===== config.mk =====
export PLATFORM = sky130hd
export DESIGN_NAME = approx_mul_seq_flat
export DESIGN_NICKNAME = d
export VERILOG_FILES = /design/src/rtl/approx_mul_seq_if.sv /design/src/rtl/approx_mul_seq.sv /design/src/flat_wrapper.sv
export SDC_FILE = /design/constraint.sdc
export NUM_CORES = 1
export LEC_CHECK = 0
export CAP_MARGIN = 0
export CELL_PAD_IN_SITES_DETAIL_PLACEMENT = 1
export CELL_PAD_IN_SITES_GLOBAL_PLACEMENT = 2
export CORE_MARGIN = 3
export CORE_UTILIZATION = 37
export DETAILED_ROUTE_END_ITERATION = 12
export PLACE_DENSITY = 0.87
export SYNTH_ARGS = -nofsm -noshare
export SYNTH_HDL_FRONTEND = slang
export SYNTH_SLANG_ARGS = --single-unit

===== constraint.sdc =====
create_clock -name clk -period 4.9 [get_ports clk]
set_input_delay 0.49 -clock clk [delete_from_list [all_inputs] [get_ports clk]]
set_output_delay 0.49 -clock clk [all_outputs]
set_load 0.01 [all_outputs]

===== src/rtl/approx_mul_seq_if.sv =====
// approx_mul_seq_if: operand/result handshake bundle for the sequential
// approximate multiplier. The master drives operands and consumes results;
// the slave is the multiplier itself.
interface approx_mul_seq_if #(
  parameter int WIDTH = 8
);
  logic                 in_valid;
  logic                 in_ready;
  logic [WIDTH-1:0]     in_a;
  logic [WIDTH-1:0]     in_b;
  logic                 out_valid;
  logic                 out_ready;
  logic [2*WIDTH-1:0]   out_p;
  logic                 busy;

  modport master (
    output in_valid, in_a, in_b, out_ready,
    input  in_ready, out_valid, out_p, busy
  );

  modport slave (
    input  in_valid, in_a, in_b, out_ready,
    output in_ready, out_valid, out_p, busy
  );
endinterface


===== src/rtl/approx_mul_seq.sv =====
// approx_mul_seq: sequential truncation-based approximate unsigned multiplier.
// One shift-and-add partial product per cycle; stops as soon as no set
// multiplier bits remain. The TRUNC least-significant columns of every
// partial product are dropped.
// Optional feature macro: APPROX_MUL_ERR_COMP_EN -- when defined the
// accumulator starts at 2^(TRUNC-1) to bias out the mean truncation error.
module approx_mul_seq #(
  parameter int WIDTH = 8,
  parameter int TRUNC = 4
) (
  input  logic               clk,
  input  logic               rst_n,
  approx_mul_seq_if.slave    bus
);

  localparam int PW = 2 * WIDTH;

  // Columns below TRUNC are forced to zero in every partial product.
  localparam logic [PW-1:0] MASK = {PW{1'b1}} << TRUNC;

`ifdef APPROX_MUL_ERR_COMP_EN
  localparam logic [PW-1:0] COMP = (TRUNC > 0)
                                   ? ({{(PW-1){1'b0}}, 1'b1} << ((TRUNC > 0) ? (TRUNC - 1) : 0))
                                   : {PW{1'b0}};
`else
  localparam logic [PW-1:0] COMP = {PW{1'b0}};
`endif

  typedef enum logic [1:0] {
    ST_IDLE = 2'd0,
    ST_RUN  = 2'd1,
    ST_DONE = 2'd2
  } state_t;

  state_t             r_state;
  logic [PW-1:0]      r_mc;
  logic [WIDTH-1:0]   r_mr;
  logic [PW-1:0]      r_acc;
  logic [PW-1:0]      r_p;

  state_t             w_state_nxt;
  logic [PW-1:0]      w_mc_nxt;
  logic [WIDTH-1:0]   w_mr_nxt;
  logic [PW-1:0]      w_acc_nxt;
  logic [PW-1:0]      w_p_nxt;
  logic [PW-1:0]      w_addend;
  logic [PW-1:0]      w_acc_sum;
  logic [WIDTH-1:0]   w_mr_shift;

  // Shift-and-add datapath: current partial product and shifted multiplier.
  always_comb begin
    w_addend   = r_mr[0] ? (r_mc & MASK) : {PW{1'b0}};
    w_acc_sum  = r_acc + w_addend;
    w_mr_shift = r_mr >> 1;
  end

  // Next-state and datapath update for the IDLE/RUN/DONE sequence.
  always_comb begin
    w_state_nxt = r_state;
    w_mc_nxt    = r_mc;
    w_mr_nxt    = r_mr;
    w_acc_nxt   = r_acc;
    w_p_nxt     = r_p;
    case (r_state)
      ST_IDLE: begin
        if (bus.in_valid) begin
          w_mc_nxt    = {{WIDTH{1'b0}}, bus.in_a};
          w_mr_nxt    = bus.in_b;
          w_acc_nxt   = COMP;
          w_state_nxt = ST_RUN;
        end else begin
          w_state_nxt = ST_IDLE;
        end
      end
      ST_RUN: begin
        w_acc_nxt = w_acc_sum;
        w_mc_nxt  = r_mc << 1;
        w_mr_nxt  = w_mr_shift;
        // Early termination: the final sum is captured straight into the
        // output register so out_p is valid on the same edge as out_valid.
        if (w_mr_shift == {WIDTH{1'b0}}) begin
          w_p_nxt     = w_acc_sum;
          w_state_nxt = ST_DONE;
        end else begin
          w_state_nxt = ST_RUN;
        end
      end
      ST_DONE: begin
        if (bus.out_ready) begin
          w_state_nxt = ST_IDLE;
        end else begin
          w_state_nxt = ST_DONE;
        end
      end
      default: begin
        w_state_nxt = ST_IDLE;
      end
    endcase
  end

  // State and datapath registers; reset discards any partial result.
  always_ff @(posedge clk or negedge rst_n) begin
    if (!rst_n) begin
      r_state <= ST_IDLE;
      r_mc    <= {PW{1'b0}};
      r_mr    <= {WIDTH{1'b0}};
      r_acc   <= {PW{1'b0}};
      r_p     <= {PW{1'b0}};
    end else begin
      r_state <= w_state_nxt;
      r_mc    <= w_mc_nxt;
      r_mr    <= w_mr_nxt;
      r_acc   <= w_acc_nxt;
      r_p     <= w_p_nxt;
    end
  end

  assign bus.in_ready  = (r_state == ST_IDLE);
  assign bus.out_valid = (r_state == ST_DONE);
  assign bus.busy      = (r_state == ST_RUN);
  assign bus.out_p     = r_p;

endmodule


===== src/flat_wrapper.sv =====
// flat-port wrapper written by rule: the top's interface ports become plain ports
module approx_mul_seq_flat 
#(
  parameter int WIDTH = 8,
  parameter int TRUNC = 4
)
  (clk, rst_n, bus_in_valid, bus_in_a, bus_in_b, bus_out_ready, bus_in_ready, bus_out_valid, bus_out_p, bus_busy);
  approx_mul_seq_if #(.WIDTH(WIDTH)) bus_i ();
  input  logic clk;
  input  logic rst_n;
  input wire logic [$bits(bus_i.in_valid)-1:0] bus_in_valid;
  input wire logic [$bits(bus_i.in_a)-1:0] bus_in_a;
  input wire logic [$bits(bus_i.in_b)-1:0] bus_in_b;
  input wire logic [$bits(bus_i.out_ready)-1:0] bus_out_ready;
  output wire logic [$bits(bus_i.in_ready)-1:0] bus_in_ready;
  output wire logic [$bits(bus_i.out_valid)-1:0] bus_out_valid;
  output wire logic [$bits(bus_i.out_p)-1:0] bus_out_p;
  output wire logic [$bits(bus_i.busy)-1:0] bus_busy;
  assign bus_i.in_valid = bus_in_valid;
  assign bus_i.in_a = bus_in_a;
  assign bus_i.in_b = bus_in_b;
  assign bus_i.out_ready = bus_out_ready;
  assign bus_in_ready = bus_i.in_ready;
  assign bus_out_valid = bus_i.out_valid;
  assign bus_out_p = bus_i.out_p;
  assign bus_busy = bus_i.busy;
  approx_mul_seq #(.WIDTH(WIDTH), .TRUNC(TRUNC)) u_core (.clk(clk), .rst_n(rst_n), .bus(bus_i));
endmodule

# Word level (Yosys, flattened, before mapping)
# Cells that the tools add are included.
# word_totals
inputBits,20
elab_cells,25
ff_bits,58
# op_classes
n_eq_ne,3
n_addsub,1
reduce_logical,5
mux,11
# op_table
op,n
one-hot mux 16 bit (2 select lines),2
2-to-1 mux 16 bit,3
adder 16 bit,1
one-hot mux 8 bit (2 select lines),1
zero test 8 bit,1
2-to-1 mux 8 bit,1
one-hot mux 2 bit (3 select lines),1
2-to-1 mux 2 bit,2
AND reduction 2 bit,2
"== test 2 x 1 -> 1 bit, second input constant",1
"== test 2 bit, second input constant",1
zero test 2 bit,1
"inequality test 2 bit, second input constant",1
nonzero test 2 bit,1
2-to-1 mux 1 bit,1

# Longest topological paths before layout
# logic_depth
depth_word,3
depth_mapped,10

# Worst setup path before layout
# No wires, ideal clock.
# synth_path
kind,reg-to-reg
from,register u_core.r_mr[0]
to,"register u_core.r_p[12], in the netlist u_core.bus.out_p[12]"
arrival_time_ns,2.222
path_stages_with_launch,11
setup_slack_ns,2.553
cell_sequence,dfrtp_1 -> clkbuf_1 -> and2_1 -> ha_1 -> fa_1 -> a21oi_1 -> o22ai_1 -> o211ai_1 -> nand2_1 -> xor2_1 -> mux2_2
# synth_via
elab_chain_cells,2
# synth_lines
item,line,rtl
start: declaration,approx_mul_seq.sv:37,logic [WIDTH-1:0] r_mr;
start signal: assignment,approx_mul_seq.sv:106,r_mr <= {WIDTH{1'b0}};
start signal: assignment,approx_mul_seq.sv:112,r_mr <= w_mr_nxt;
2-to-1 mux 16 bit,approx_mul_seq.sv:52,w_addend = r_mr[0] ? (r_mc & MASK) : {PW{1'b0}};
adder 16 bit,approx_mul_seq.sv:53,w_acc_sum = r_acc + w_addend;
end signal: assignment,approx_mul_seq.sv:108,r_p <= {PW{1'b0}};
end signal: assignment,approx_mul_seq.sv:114,r_p <= w_p_nxt;
end: declaration,approx_mul_seq.sv:39,logic [PW-1:0] r_p;
# No other way between the ends.
# A chain may end at the register's enable or synchronous reset.

# Final worst setup path
# layout_path
from,register u_core.r_mr[0]
to,register u_core.r_acc[14]
# layout_via
elab_chain_cells,3
# layout_lines
item,line,rtl
2-to-1 mux 16 bit,approx_mul_seq.sv:52,
adder 16 bit,approx_mul_seq.sv:53,
one-hot mux 16 bit (2 select lines),approx_mul_seq.sv:64,case (r_state)
end signal: assignment,approx_mul_seq.sv:107,r_acc <= {PW{1'b0}};
end signal: assignment,approx_mul_seq.sv:113,r_acc <= w_acc_nxt;
end: declaration,approx_mul_seq.sv:38,logic [PW-1:0] r_acc;
# No other way between the ends.

==> results.txt <==
CTS H-tree depth -> 2
Worst rel slew slack -> 18.7%
Primary FF master, synth -> dfrtp_1
Post-synthesis cell type count -> 39
First drt pass iteration count -> 4
Max-Cap Viols -> 0
CP Max Fanout -> 13
Routed wire length -> 5470 um
IO Count -> 39
I/O Buffers -> 34
Cell Area, Synth -> 0.00255 mm^2
Vias in the first global route -> 1948
Worst path arrival time -> 2700 ps
Startpoint types -> flop
CTS sink count -> 50
Top cell type's share of synthesized area -> 49.0%
Leak -> 1.38 nW
Clk Tree Root Cell -> clkbuf_8
Final setup vio count -> 0
Sequential area share after synthesis -> 49.0%
Final-report max-slew violation count -> 0
Hold Buf Count CTS -> 0
WS Path Type -> reg -> reg
Largest net degree at the start of global routing -> 51
Detailed Place HPWL -> 3840 um
Hold_ws -> 286 ps
Ranking of synthesized cells by area -> dfrtp_1 (49%), mux2i_1 (5.5%), ha_1 (5.4%)
Die Y -> 89.0 um
Post-CTS sizing -> 0
Cells after Synth -> 241
Row Count -> 29
Nets -> 304
Congestion Overflow GR -> 0
Post-synth EDFFs -> 0
Measured slew at the worst slew-check pin -> 1220 ps
R2r startpoint -> u_core.r_mr[0]$_DFFE_PN0P_
Number of diodes -> 0
Setup crit end kind -> flop
Final Hold Fails -> 0
RR Endpoint -> u_core.r_acc[14]$_DFFE_PN0P_
Gr usage total -> 15.2%
TritonCTS clock tree -> done
Cts bufs inserted -> 5
Fin crit share -> 51.8%
Wire per inst -> 15.7 um
FF-to-FF setup slack -> 2360 ps
Area Growth Syn to Fin -> 19.5%
Initial core utilization -> 39.1%
Post-synth top area cell -> dfrtp_1
Commonest non-fill, non-tap cell in the layout -> dfrtp_1
Full die area -> 0.00793 mm^2
Clock slew seen by the registers of the worst setup and hold paths -> 90 ps
Final weighted congestion in routability-driven placement -> 0.821
Initial antenna violation count -> 0
Yosys reg bits -> 50
Core area -> 0.00653 mm^2
Yosys warnings -> 0
CP required -> 5060 ps
Status -> finished clean
Postcts setup bufs -> 0
Die X -> 89.0 um
Clock Latency Late Sink -> 300 ps
Worst Clk Skew -> 7.42 ps
Fraction of layout cells with a size suffix above 1 -> 8.46%
Worst hold path type -> in -> async
Initial DRC count -> 84
Syn Area/Cell -> 10.6 um^2
Area post-placement -> 0.00294 mm^2
Design area -> 0.00305 mm^2
Tmin final -> 2540 ps
Power per cell area -> 585 mW/mm^2
Drt via density -> 5.42
Reg2reg path depth -> 9
Post-route DRC -> 0
Clock Path Buffers -> 2
Post-route ant nets -> 0
Commonest non-fill, non-tap cells in the layout -> dfrtp_1 (50), nand2_1 (35), clkdlybuf4s50_1 (33), o21ai_0 (23)
Final TNS setup -> 0 ps
RSZ-0062 raised after global routing -> false
Worst VDD drop -> 0.000450 V
Synth async-reset ratio -> 100%
Total number of vias -> 1892
Fmax -> 0.394 GHz
First-pass GRT wire length -> 9300 um
-- cell families (layout without fill, tap and decap cells) --
| logic type | Yosys count | in the layout | synth area share (%) |
|---|---|---|---|
| other | 1 | 4 | 0.147 |
| buffers and inverters | 20 | 48 | 3.78 |
| AOI/OAI and AO/OA | 63 | 63 | 16.2 |
| adders and majority gates | 12 | 12 | 6.18 |
| and+or+nand+nor | 64 | 64 | 12.7 |
| DFF | 50 | 50 | 49.0 |
| xor gates and xnor gates | 11 | 11 | 3.78 |
| muxes | 20 | 20 | 8.14 |
-- cell type report --
cell class	instances	area [um^2]
sequential	50	1250
inverter	4	15.0
fill	724	3480
tap	77	96.3
clock inverter	1	30.0
timing repair buffer	37	358
multi-input combinational	174	1210
clock buffer	6	82.6
-- per-stage QoR --
stage	total power, W	setup slack, ps	cells	util [%]
floorplan	0.00123	2550	244	-
global placement	0.00147	2410	342	44.9
detailed placement	0.00150	2360	342	44.9
CTS	0.00180	2340	349	46.7
global route	0.00192	2120	349	46.7
finish	0.00178	2360	349	46.7
-- how the worst max path moves through the flow --
stage	startpoint	end	slack, ps	cells past startpoint
after global placement	u_core.r_mr[0]$_DFFE_PN0P_	u_core.bus.out_p[12]$_DFFE_PN0P_	2410	9
after CTS	u_core.r_mr[0]$_DFFE_PN0P_	u_core.bus.out_p[12]$_DFFE_PN0P_	2340	9
after detailed placement	u_core.r_mr[0]$_DFFE_PN0P_	u_core.bus.out_p[12]$_DFFE_PN0P_	2360	9
final	u_core.r_mr[0]$_DFFE_PN0P_	u_core.r_acc[14]$_DFFE_PN0P_	2360	9
after global routing	u_core.r_mr[0]$_DFFE_PN0P_	u_core.r_acc[14]$_DFFE_PN0P_	2120	9
after floorplan	u_core.r_mr[0]$_DFFE_PN0P_	u_core.bus.out_p[12]$_DFFE_PN0P_	2550	10
-- sequential cells by signal, indices dropped and copies added, names as in the netlist --
register          cells
u_core.r_state        2
u_core.r_mr           8
u_core.r_acc         12
u_core.r_mc          16
u_core.bus.out_p     12
-- layer usage --
layer  GRT usage, %  up-vias  share of wire (%)
met5              0        -                  0
met4           5.14        0                1.6
met3           3.23        8                3.2
met2           26.4       33                 49
met1           18.8      946                 46
li1               -      905                  -
-- worst max-delay path, stage by stage (launching register included) --
cell	delay, ps
dfrtp_1	510
and2_1	200
ha_1	200
fa_1	410
a21oi_1	240
o22ai_1	140
o211ai_1	220
a31oi_1	130
xnor2_1	240
o22ai_1	110
-- cells in the mapped netlist, types with 2 or more instances --
library cell  count
a21oi_1           6
a22o_1           14
a31oi_1           2
and2_1           12
buf_2             2
buf_4             5
clkbuf_1          8
dfrtp_1          50
ha_1             11
inv_1             3
mux2_2            6
mux2i_1          14
nand2_1          35
nand2b_1          2
nand3_1           3
nor2_1            5
o21ai_0          23
o21ai_2           3
o21bai_1          3
o22ai_1           6
xnor2_1           9
xor2_1            2
-- report_power, final --
group	internal (W)	switching (W)	total (W)
Clock	0.000163	0.000134	0.000298
Sequential	0.000573	0.000124	0.000697
Combinational	0.000349	0.000439	0.000788
Power figures use the tool's default switching activity.
==> edit (same flow settings) <==
`WIDTH` is set to 8 in 3 places; all go to 12.
--- a/src/rtl/approx_mul_seq_if.sv
+++ b/src/rtl/approx_mul_seq_if.sv
@@ -4,3 +4,3 @@
 interface approx_mul_seq_if #(
-  parameter int WIDTH = 8
+  parameter int WIDTH = 12
 );
--- a/src/rtl/approx_mul_seq.sv
+++ b/src/rtl/approx_mul_seq.sv
@@ -7,3 +7,3 @@
 module approx_mul_seq #(
-  parameter int WIDTH = 8,
+  parameter int WIDTH = 12,
   parameter int TRUNC = 4
--- a/src/flat_wrapper.sv
+++ b/src/flat_wrapper.sv
@@ -3,3 +3,3 @@
 #(
-  parameter int WIDTH = 8,
+  parameter int WIDTH = 12,
   parameter int TRUNC = 4
Ports: changed (resized bus_in_a, bus_in_b and bus_out_p); port bits go from 39 to 55. The function was not compared with the original's and may differ.
==> edit against the unedited design <==
Area after synthesis up 64%. Sequential cell count up 28. Total power up 130%. Die area up 59%. Clock skew up 0.0044 ns. Design area up 66%. Setup slack worse by 0.51 ns. Wire length up 91%. Largest power group unchanged.
==> edit: results (changes against the unedited design) <==
Outcome:
- The run finished with clean final reports.

Critical path:
- The maximum fanout along the worst path is 21 (+8).
- The depth of the worst register-to-register path is 10 (+1).
- The worst register-to-register path ends at u_core.r_acc[20]$_DFFE_PN0P_.

Finish:
- The multi-input gate share of total cell area came to 41.5% (+1.6 points).
- The portion of the layout cell area used by non-clock buffers is 10.4% (-1.3 points).
- The number of clock-tree buffers in the layout was 10 (+4).
- The count of multi-input combinational gates is 366 (+110%).
- The number of buffers outside the clock class in the layout was 54 (+46%).
- The flip-flop count of the largest register after layout was 24 (+8).
- The proportion of layout cells with a drive suffix above 1 was 7.34% (-1.1 points).

CTS:
- The insertion delay to the later sink of the worst-skew pair is 0.34 ns (+0.04 ns).
- The root cell of the clock tree is sky130_fd_sc_hd__clkbuf_16.
- The total CTS buffers is 9 (+4).
- The H-tree depth reported by CTS came to 3 (+1).

Yosys:
- The count of cell types in the netlist is 46 (+18%).
- The synthesized flop and latch total is 78 (+56%).
- The part of the Yosys area used for sequential elements is 46.7% (-2.3 points).

Routing:
- The routed length on met2 came to 4.85 mm (+81%).
- The sum of met3 wire segment lengths after detailed routing is 294 um (+68%).
- The met1 wire length is 5.20 mm (+110%).

Timing:
- The transition at the pin with the smallest max-transition slack is 0.996 ns (-0.222 ns).
- The final worst clock skew is 0.0118 ns (+0.00441 ns).

Placed design:
- The detailed placement HPWL is 7.32 mm (+91%).

Global routing:
- The global-route met3 utilization is 2.64% (-0.58 points).
[edit: cell types whose count changed in the layout (fill, tap and decap cells not counted), sizes merged, moves of 8 or more]
cell	before	now
a21oi	6	15
a22o	14	1
a31oi	2	23
and2	12	22
clkdlybuf4s50	33	49
dfrtp	50	78
ha	11	19
mux2i	14	0
nand2	36	113
nand3	3	16
nor2	5	36
o21ai	27	57
[edit: through the flow]
stage | hold slack (ns) | worst slack, ns | total power, W
2_1_floorplan | 0.194 | 2.31 | 0.00279
3_3_place_gp | 0.462 | 1.95 | 0.00336
3_5_place_dp | 0.474 | 1.86 | 0.00348
4_1_cts | 0.368 | 1.83 | 0.00419
5_1_grt | 0.411 | 1.55 | 0.00453
6_report | 0.321 | 1.85 | 0.00414
[edit: cell families after synthesis]
logic type,after synthesis,share of synthesized area [%]
and+or+nand+nor,202,20.8
buffers and inverters,32,3.23
DFF,78,46.7
adders and majority gates,20,6.17
xor gates and xnor gates,17,3.89
muxes,4,1.08
AOI/OAI and AO/OA,119,18.0
other,1,0.0898
